--- src/rtl/bp_me_nonsynth_mock_cce_responder.sv ---
// Mock single-CCE responder for LCE unit tests.
// Accepts one LCE request at a time, answers it with one LCE command after a
// fixed latency, and for cached fills waits for the matching coherence ack.
// Fill data is derived from the address so data can be checked end to end.
// Ports:
//   clk_i, reset_i        clock, synchronous active-high reset
//   lce_req_*             request channel from the LCE (valid/ready)
//   lce_resp_*            response channel from the LCE (always sunk)
//   lce_cmd_*             command channel to the LCE (valid/ready)
//   error_o               sticky protocol-violation flag
//   txn_count_o           completed transactions, wraps at 2^32

package bp_me_nonsynth_mock_cce_responder_pkg;

    typedef enum logic [0:0] {
        e_bp_unicore_half_cfg = 1'b0
    } bp_params_e;

    localparam int unsigned paddr_width_gp     = 40;
    localparam int unsigned lce_id_width_gp    = 4;
    localparam int unsigned cce_id_width_gp    = 4;
    localparam int unsigned lce_assoc_gp       = 8;
    localparam int unsigned way_id_width_gp    = $clog2(lce_assoc_gp);
    localparam int unsigned cce_block_width_gp = 512;

    typedef enum logic [2:0] {
        e_lce_req_type_rd    = 3'd0,
        e_lce_req_type_wr    = 3'd1,
        e_lce_req_type_uc_rd = 3'd2,
        e_lce_req_type_uc_wr = 3'd3
    } bp_lce_cce_req_type_e;

    typedef enum logic [2:0] {
        e_mem_msg_size_1  = 3'd0,
        e_mem_msg_size_2  = 3'd1,
        e_mem_msg_size_4  = 3'd2,
        e_mem_msg_size_8  = 3'd3,
        e_mem_msg_size_16 = 3'd4,
        e_mem_msg_size_32 = 3'd5,
        e_mem_msg_size_64 = 3'd6
    } bp_mem_msg_size_e;

    typedef enum logic [2:0] {
        e_lce_cce_sync_ack     = 3'd0,
        e_lce_cce_inv_ack      = 3'd1,
        e_lce_cce_coh_ack      = 3'd2,
        e_lce_cce_resp_wb      = 3'd3,
        e_lce_cce_resp_null_wb = 3'd4
    } bp_lce_cce_resp_type_e;

    typedef enum logic [3:0] {
        e_lce_cmd_sync        = 4'd0,
        e_lce_cmd_inv         = 4'd1,
        e_lce_cmd_data        = 4'd2,
        e_lce_cmd_uc_data     = 4'd3,
        e_lce_cmd_uc_st_done  = 4'd4
    } bp_lce_cmd_type_e;

    typedef enum logic [2:0] {
        e_COH_I = 3'd0,
        e_COH_S = 3'd1,
        e_COH_E = 3'd2,
        e_COH_F = 3'd3,
        e_COH_M = 3'd6,
        e_COH_O = 3'd7
    } bp_coh_states_e;

    typedef struct packed {
        bp_lce_cce_req_type_e         msg_type;
        bp_mem_msg_size_e             size;
        logic [paddr_width_gp-1:0]    addr;
        logic [lce_id_width_gp-1:0]   src_id;
        logic [way_id_width_gp-1:0]   lru_way_id;
        logic                         non_exclusive;
    } bp_lce_cce_req_s;

    typedef struct packed {
        bp_lce_cce_resp_type_e        msg_type;
        logic [paddr_width_gp-1:0]    addr;
        logic [lce_id_width_gp-1:0]   src_id;
    } bp_lce_cce_resp_s;

    typedef struct packed {
        bp_lce_cmd_type_e             msg_type;
        logic [lce_id_width_gp-1:0]   dst_id;
        logic [cce_id_width_gp-1:0]   src_id;
        logic [paddr_width_gp-1:0]    addr;
        logic [way_id_width_gp-1:0]   way_id;
        bp_coh_states_e               state;
        bp_mem_msg_size_e             size;
        logic [cce_block_width_gp-1:0] data;
    } bp_lce_cmd_s;

    // Block width for a processor configuration.
    function automatic int unsigned bp_cfg_block_width(input bp_params_e cfg);
        case (cfg)
            e_bp_unicore_half_cfg: return cce_block_width_gp;
            default:               return cce_block_width_gp;
        endcase
    endfunction

endpackage

module bp_me_nonsynth_mock_cce_responder
    import bp_me_nonsynth_mock_cce_responder_pkg::*;
#(
    parameter bp_params_e  bp_params_p   = e_bp_unicore_half_cfg,
    parameter int unsigned cmd_latency_p = 2,
    parameter logic [63:0] data_seed_p   = 64'h0,
    localparam int unsigned lce_cce_req_width_lp  = $bits(bp_lce_cce_req_s),
    localparam int unsigned lce_cce_resp_width_lp = $bits(bp_lce_cce_resp_s),
    localparam int unsigned lce_cmd_width_lp      = $bits(bp_lce_cmd_s)
) (
    input  logic                             clk_i,
    input  logic                             reset_i,
    input  logic [lce_cce_req_width_lp-1:0]  lce_req_i,
    input  logic                             lce_req_v_i,
    output logic                             lce_req_ready_o,
    input  logic [lce_cce_resp_width_lp-1:0] lce_resp_i,
    input  logic                             lce_resp_v_i,
    output logic                             lce_resp_ready_o,
    output logic [lce_cmd_width_lp-1:0]      lce_cmd_o,
    output logic                             lce_cmd_v_o,
    input  logic                             lce_cmd_ready_i,
    output logic                             error_o,
    output logic [31:0]                      txn_count_o
);

    localparam int unsigned cce_block_width_p = bp_cfg_block_width(bp_params_p);
    localparam int unsigned dwords_lp         = cce_block_width_p / 64;
    localparam int unsigned blk_off_w_lp      = $clog2(cce_block_width_p / 8);
    localparam int unsigned lat_w_lp          = (cmd_latency_p > 1) ? $clog2(cmd_latency_p + 1) : 1;

    typedef enum logic [1:0] {
        e_ready,
        e_delay,
        e_send,
        e_wait_ack
    } state_e;

    state_e                      state_q;
    logic [lat_w_lp-1:0]         cnt_q;
    bp_lce_cmd_s                 cmd_q;
    logic                        cmd_v_q;
    logic                        cached_q;
    logic                        error_q;
    logic [lce_id_width_gp-1:0]  src_q;
    logic [paddr_width_gp-1:0]   blk_addr_q;
    logic [31:0]                 txn_q;

    bp_lce_cce_req_s  req_li;
    bp_lce_cce_resp_s resp_li;
    logic             req_hs_c, resp_hs_c, cmd_hs_c, ack_match_c, req_known_c, req_cached_c;

    // Clear the block-offset bits of an address.
    function automatic logic [paddr_width_gp-1:0] block_align(input logic [paddr_width_gp-1:0] a);
        return {a[paddr_width_gp-1:blk_off_w_lp], blk_off_w_lp'(0)};
    endfunction

    // Full-block fill: dword i = (base + 8*i) ^ seed.
    function automatic logic [cce_block_width_p-1:0] fill_data(input logic [paddr_width_gp-1:0] base);
        logic [cce_block_width_p-1:0] d;
        d = '0;
        for (int unsigned i = 0; i < dwords_lp; i++) begin
            d[i*64 +: 64] = (64'(base) + 64'(8 * i)) ^ data_seed_p;
        end
        return d;
    endfunction

    // Command answering a request; only meaningful for the four known types.
    function automatic bp_lce_cmd_s build_cmd(input bp_lce_cce_req_s r);
        bp_lce_cmd_s c;
        c        = '0;
        c.dst_id = r.src_id;
        c.src_id = '0;
        case (r.msg_type)
            e_lce_req_type_rd, e_lce_req_type_wr: begin
                c.msg_type = e_lce_cmd_data;
                c.addr     = block_align(r.addr);
                c.way_id   = r.lru_way_id;
                c.size     = e_mem_msg_size_64;
                c.state    = (r.msg_type == e_lce_req_type_wr) ? e_COH_M
                           : (r.non_exclusive ? e_COH_S : e_COH_E);
                c.data     = fill_data(block_align(r.addr));
            end
            e_lce_req_type_uc_rd: begin
                c.msg_type    = e_lce_cmd_uc_data;
                c.addr        = r.addr;
                c.size        = r.size;
                c.data[63:0]  = 64'({r.addr[paddr_width_gp-1:3], 3'b000}) ^ data_seed_p;
            end
            e_lce_req_type_uc_wr: begin
                c.msg_type = e_lce_cmd_uc_st_done;
                c.addr     = r.addr;
                c.size     = r.size;
            end
            default: ;
        endcase
        return c;
    endfunction

    assign req_li  = lce_req_i;
    assign resp_li = lce_resp_i;

    assign lce_req_ready_o  = ~reset_i & (state_q == e_ready);
    assign lce_resp_ready_o = ~reset_i;
    assign lce_cmd_o        = cmd_q;
    assign lce_cmd_v_o      = cmd_v_q;
    assign error_o          = error_q;
    assign txn_count_o      = txn_q;

    assign req_hs_c     = lce_req_v_i & lce_req_ready_o;
    assign resp_hs_c    = lce_resp_v_i & lce_resp_ready_o;
    assign cmd_hs_c     = cmd_v_q & lce_cmd_ready_i;
    assign req_cached_c = (req_li.msg_type == e_lce_req_type_rd) | (req_li.msg_type == e_lce_req_type_wr);
    assign req_known_c  = req_cached_c
                        | (req_li.msg_type == e_lce_req_type_uc_rd)
                        | (req_li.msg_type == e_lce_req_type_uc_wr);
    assign ack_match_c  = (resp_li.msg_type == e_lce_cce_coh_ack)
                        & (resp_li.src_id == src_q)
                        & (block_align(resp_li.addr) == blk_addr_q);

    // Transaction FSM with registered command, status and counters.
    always_ff @(posedge clk_i) begin
        if (reset_i) begin
            state_q    <= e_ready;
            cnt_q      <= '0;
            cmd_q      <= '0;
            cmd_v_q    <= 1'b0;
            cached_q   <= 1'b0;
            error_q    <= 1'b0;
            src_q      <= '0;
            blk_addr_q <= '0;
            txn_q      <= '0;
        end else begin
            // Any response other than the awaited ack is a protocol violation.
            if (resp_hs_c && !(state_q == e_wait_ack && ack_match_c)) begin
                error_q <= 1'b1;
            end
            unique case (state_q)
                e_ready: begin
                    if (req_hs_c) begin
                        if (req_known_c) begin
                            cmd_q      <= build_cmd(req_li);
                            src_q      <= req_li.src_id;
                            blk_addr_q <= block_align(req_li.addr);
                            cached_q   <= req_cached_c;
                            cnt_q      <= lat_w_lp'(cmd_latency_p);
                            if (cmd_latency_p == 0) begin
                                state_q <= e_send;
                                cmd_v_q <= 1'b1;
                            end else begin
                                state_q <= e_delay;
                            end
                        end else begin
                            // Unknown request type is consumed without a command.
                            error_q <= 1'b1;
                        end
                    end
                end
                e_delay: begin
                    if (cnt_q == '0) begin
                        state_q <= e_send;
                        cmd_v_q <= 1'b1;
                    end else begin
                        cnt_q <= cnt_q - lat_w_lp'(1);
                    end
                end
                e_send: begin
                    if (cmd_hs_c) begin
                        cmd_v_q <= 1'b0;
                        if (cached_q) begin
                            state_q <= e_wait_ack;
                        end else begin
                            state_q <= e_ready;
                            txn_q   <= txn_q + 32'd1;
                        end
                    end
                end
                e_wait_ack: begin
                    if (resp_hs_c && ack_match_c) begin
                        state_q <= e_ready;
                        txn_q   <= txn_q + 32'd1;
                    end
                end
                default: state_q <= e_ready;
            endcase
        end
    end

endmodule

--- config.mk ---
export PLATFORM = sky130hd
export DESIGN_NAME = bp_me_nonsynth_mock_cce_responder
export DESIGN_NICKNAME = d
export VERILOG_FILES = /design/src/rtl/bp_me_nonsynth_mock_cce_responder.sv
export SDC_FILE = /design/constraint.sdc
export NUM_CORES = 1
export LEC_CHECK = 0
export BUFFER_PORTS_ARGS = -buffer_cell sky130_fd_sc_hd__buf_4
export CAP_MARGIN = 5
export CORE_AREA = 2 2 277 279
export CTS_CLUSTER_DIAMETER = 60
export DETAILED_ROUTE_END_ITERATION = 6
export DIE_AREA = 0 0 279 281
export GPL_TIMING_DRIVEN = 1
export SYNTH_ARGS = -nofsm -noshare
export SYNTH_HDL_FRONTEND = slang
export SYNTH_SLANG_ARGS = --single-unit
--- constraint.sdc ---
create_clock -name clk_i -period 2.26 [get_ports clk_i]
set_input_delay 0.113 -clock clk_i [delete_from_list [all_inputs] [get_ports clk_i]]
set_output_delay 0.113 -clock clk_i [all_outputs]
set_load 0.01 [all_outputs]
; ---- Yosys cells after proc, flatten, opt, wreduce, memory -nomap -nowiden
; Index checks and enable logic that the tools add are counted.
[word_totals]
ff_bits = 642
latchBits = 0
ram_bits = 0
romBits = 0
input_bits = 106
out_inout_bits = 609
elab_cells = 96
memories = 0
[op_classes]
addsub = 9
multipliers = 0
div = 0
magnitude_cmp = 0
n_eq_ne = 16
n_shift = 0
n_mux = 30
bitwise = 10
reduce_logical = 17
[op_table]
columns = operator, n
row1 = 2-to-1 mux 425 bit, 1
row2 = "adder 40 x 6 -> 41 bit, second input constant", 4
row3 = case mux 40 bit (2 select lines), 2
row4 = 2-to-1 mux 32 bit, 3
row5 = "adder 40 x 5 -> 41 bit, second input constant", 2
row6 = case mux 32 bit (2 select lines), 1
row7 = "adder 40 x 4 -> 41 bit, second input constant", 1
row8 = equality test 34 bit, 1
row9 = "adder 32 x 1 -> 32 bit, second input constant", 1
row10 = 2-to-1 mux 2 bit, 10
row11 = "inequality test 2 bit, second input constant", 6
row12 = "equality test 3 x 2 -> 1 bit, second input constant", 3
row13 = case mux 3 bit (3 select lines), 1
row14 = case mux 2 bit (4 select lines), 1
row15 = AND reduction 4 bit, 2
row16 = AND 1 bit, 6
row17 = 2-to-1 mux 1 bit, 6
row18 = 2-to-1 mux 6 bit, 1
row19 = case mux 3 bit (2 select lines), 1
row20 = AND reduction 3 bit, 2
row21 = nonzero test 2 bit, 3
row22 = AND reduction 5 bit, 1
row23 = "equality test 2 bit, second input constant", 2
row24 = equality test 4 bit, 1
row25 = other kinds (14), 20

; ---- Logic depth before layout (Yosys ltp)
[logic_depth]
ltp_word = 10
ltp_mapped = 9

; ---- Worst setup path after synthesis
; OpenSTA, ideal clock, no wires.
[synth_path]
path_type = reg2reg
start = reg src_q[1]
end = reg txn_q[31], in the netlist txn_count_o[31]
setup_ns = 0.121
arrival_time_ns = 2.248
required_ns = 2.139
path_slack_ns = -0.109
stages_incl_launch_ff = 9
n_path_buf = 1
period_less_slack_ns = 2.369
cell_sequence = dfxtp_1 -> xnor2_1 -> nand4_1 -> nor4_1 -> nand4_2 -> and2_1 -> buf_6 -> nor4_2 -> mux2_2
[synth_via]
elab_chain_len = 6
[synth_rtl]
columns = element, line_no
row1 = from (decl), 147  ; logic [lce_id_width_gp-1:0] src_q;
row2 = from (signal assigned), 245  ; src_q <= req_li.src_id;
row3 = equality test 4 bit, 220  ; & (resp_li.src_id == src_q)
row4 = AND 1 bit, 220
row5 = AND 1 bit, 221  ; & (block_align(resp_li.addr) == blk_addr_q);
row6 = logical AND 1 bit, 281  ; if (resp_hs_c && ack_match_c) begin
row7 = inequality test 2 x 1 -> 1 bit (no source line), --
row8 = AND reduction 4 bit (no source line), --
row9 = to (signal assigned), 276  ; txn_q <= txn_q + 32'd1;
row10 = to (signal assigned), 283  ; txn_q <= txn_q + 32'd1;
row11 = to (decl), 149  ; logic [31:0] txn_q;
; Every way passes these cells.
; A chain may end at the register's enable or synchronous reset.

; ---- Worst setup path in the final report
[layout_path]
start = reg blk_addr_q[30]
end = reg txn_q[14], in the netlist txn_count_o[14]
[layout_via]
elab_chain_len = 5
[layout_rtl]
columns = element, line_no
row1 = from (decl), 148  ; logic [paddr_width_gp-1:0] blk_addr_q;
row2 = from (signal assigned), 246  ; blk_addr_q <= block_align(req_li.addr);
row3 = equality test 34 bit, 221
row4 = AND 1 bit, 221
row5 = logical AND 1 bit, 281
row6 = inequality test 2 x 1 -> 1 bit (no source line), --
row7 = AND reduction 4 bit (no source line), --
; Every way passes these cells.

==> results.cfg <==
[status]
outcome = finished with violations
violations = negative setup slack

[sta]
drv_slew = 0
finalSetupViolCount = 30
worst_slack_ps = -140
slew_headroom_pct = 31.0
fin_setup_tns_ps = -2450
finalHoldViolCount = 0
layout_worst_path_cycle_share_pct = 106
clock_skew_ps = 17.7
fin_crit_ps = 2400
fmax_mhz = 417
worstMarginPinSlew_ps = 1030
rsz0062_at_grt = true

[job]
maxCapViolations = 0

[grt]
use_met2_pct = 15.9
top_usage_layer = met2
grtUsageMet1_pct = 12.0
grt_max_degree = 119
grt_pass1_vias = 8129
antenna_found_initial = 7
grt.met3_usage_pct = 3.41
grt_pass1_wl_um = 55400
grt_usage_pct = 9.77
overflow = 0

[placed_design]
gp_congestion = 0.777
hpwl_um = 30300
placed_area_um2 = 13900
io_buffers = 478

[worst_setup_path]
endpoint_kind = flop
crit_type = reg2reg
cp.depth = 10
cp_slowest_stage_delay_ps = 360
crit_required_ps = 2680
critPathSlowestCell = dfxtp_4
crit_chain = xnor2_2 > nand4_1 > nor4_4 > buf_4 > nand4_4 > buf_12 > and2_4 > buf_6 > or3_4 > a21oi_2
cp_num_buf_inv = 3
cp-start-kind = flop
ff2ff_path_depth = 10
arrival_ps = 2820
critPathMaxFanout = 7
crit_family = simple AND/OR/NAND/NOR gates

[synth]
synth_edf_count = 0
synth_ff_type = dfxtp_1
synthCells = 1397
ys_seq_elements = 200
synth_top_area_share_pct = 35.3
synth_commonest_cells = 446 x buf_4, 208 x nand2_1, 200 x dfxtp_1
yosysMostFrequentCell = buf_4
syn_area_um2 = 11300
syn_avg_cell_area_um2 = 8.11
synth_area_leaders = dfxtp_1 35%, buf_4 30%, a21oi_1 7.4%
yosysWarnings = 0
ys_seq_area_share_pct = 35.3
synthArstFlopShare_pct = 0
synth_cell_types = 45
yosys.area.top_type = dfxtp_1

[clock_network]
clk_path_buf_depth = 2
clk_latency_ps = 500
clock-root-buffer = clkbuf_16
cts_tree = built
clock_sink_count = 200
clk_pin_slew_ps = 90
cts_buffers = 17
h-tree-depth = 4

[finish]
antenna_cells = 0
fillCellCount = 8371
syn_to_final_growth_pct = 37.2
drive_gt1_share_pct = 36.0
fin_area_um2 = 15500
fin_nets = 1830

[detailed_routing]
wl_per_cell_um = 15.0
drt_iter0_drc = 466
drt-total-wl_um = 40800
drt.antenna.violating_nets = 0
drc = 0
dr.pass1.iters = 5
num_vias = 9387
via_per_inst = 3.46

[power_and_ir_drop]
p_sw_share_pct = 30.9
power_mw = 8.30
seqPwrFrac_pct = 44.4
p_switching_mw = 2.56
power_leakage_nw = 6.56
p_comb_share_pct = 14.6
cellPowerDensity_nw_per_um2 = 534
ir_worst_vdd_uv = 410
clkPwrFrac_pct = 41.0
p_int_mw = 5.74

[floorplanning]
ios = 715
die_w_um = 279
start_util_pct = 15.0
core_area_um2 = 75400
rows = 101
die_area_um2 = 78400
fp.dieH_um = 281

[worst_hold_path]
min_path_type = in2reg
min_path_cells = 5
[worst register-to-register path, cell delays in order, from the launching register on]
cell and delay [ps]:
dfxtp_4 360, xnor2_2 150, nand4_1 200, nor4_4 340, buf_4 190, nand4_4 120
buf_12 180, and2_4 170, buf_6 130, or3_4 360, a21oi_2 110
[flip-flops by register name (all words and copies together) (netlist names)]
signal / count
lce_cmd_o: 124
state_q: 2
txn_count_o: 32
src_q: 4
blk_addr_q: 34
cnt_q: 2
lce_cmd_v_o: 1
error_o: 1
[stage by stage]
stage	hold WS, ps	worst slack, ps	utilization (%)	instances
final	58.2	-140	20.6	2713
after floorplan	241	21.9	-	1626
after global routing	48.0	-302	20.6	2713
after global placement	362	-342	18.4	2621
after detailed placement	374	-334	18.4	2621
after CTS	0.267	-163	20.5	2711
[cell usage in the layout (no fill, tap or decap), drive strengths merged, types with 2 or more instances in the layout]
cell	Yosys	layout
ha	2	2
a2111oi	13	13
nor4	5	5
nand3b	37	37
a21oi	168	168
nor2	45	45
nor3b	5	5
nand4	16	16
inv	12	16
and3	2	2
nand2	208	208
or2	2	2
o21ai	4	4
conb	1	230
xnor2	64	64
or3	5	5
dfxtp	200	200
nand2b	2	2
clkbuf	62	19
buf	455	539
nand3	55	55
clkinv	0	7
and4	2	2
nor3	6	6
a211oi	13	13
dlygate4sd3	0	54
clkinvlp	0	2
nor2b	3	3
[layer usage]
metal | vias up | part of all wire (%)
met3 | 35 | 8.0
met1 | 4413 | 43
met2 | 391 | 48
met4 | 12 | 1.4
met5 | - | 0.19
li1 | 4536 | -
[path summary, 6_finish.rpt]
check                                   start                           end  slack [ps]
hold reg to reg   lce_cmd_o[525]$_SDFFE_PP0P_   lce_cmd_o[525]$_SDFFE_PP0P_         450
setup reg to reg  blk_addr_q[30]$_SDFFE_PP0P_  txn_count_o[14]$_SDFFE_PP0P_        -140
setup / recovery  blk_addr_q[30]$_SDFFE_PP0P_  txn_count_o[14]$_SDFFE_PP0P_        -140
hold / removal                   lce_req_i[0]   lce_cmd_o[516]$_SDFFE_PP0P_          60
[layout make-up]
type                       instances  area [um^2]  area share, %
inverter                          12         45.0          0.290
clock inverter                    14          186           1.20
tap                              978         1220           7.87
clock buffer                      18          439           2.83
timing repair buffer             594         4740           30.5
sequential                       200         4010           25.8
multi-input combinational        897         4900           31.5
[power groups by stage]
stage,Clock [mW],Sequential [mW],Combinational (mW)
after CTS,3.59,3.68,1.23
after detailed placement,0,3.77,1.14
after global placement,0,3.76,1.14
after floorplan,0,3.78,0.912
final,3.40,3.68,1.21
after global routing,3.68,3.70,1.32
[timing repair]
action,in CTS,in global routing
setup buffers,3,3
hold buffers,54,0
resized for setup,51,18
hold endpoints to repair,129,0
cloned,1,0
pin swaps,58,8
setup endpoints to repair,33,33
[cells by family (layout without fill, tap and decap cells)]
group / Yosys count / count (layout) / synth area share (%)
flops: 200 / 200 / 35.3
simple gates: 396 / 396 / 16.4
compound gates: 202 / 202 / 10.3
buf+inv: 529 / 638 / 32.6
mux: 2 / 2 / 0.188
xor+xnor: 65 / 65 / 5.02
other cells: 1 / 230 / 0.0331
fa+ha+maj: 2 / 2 / 0.221
Note: power is estimated with default switching activity, not from simulation.
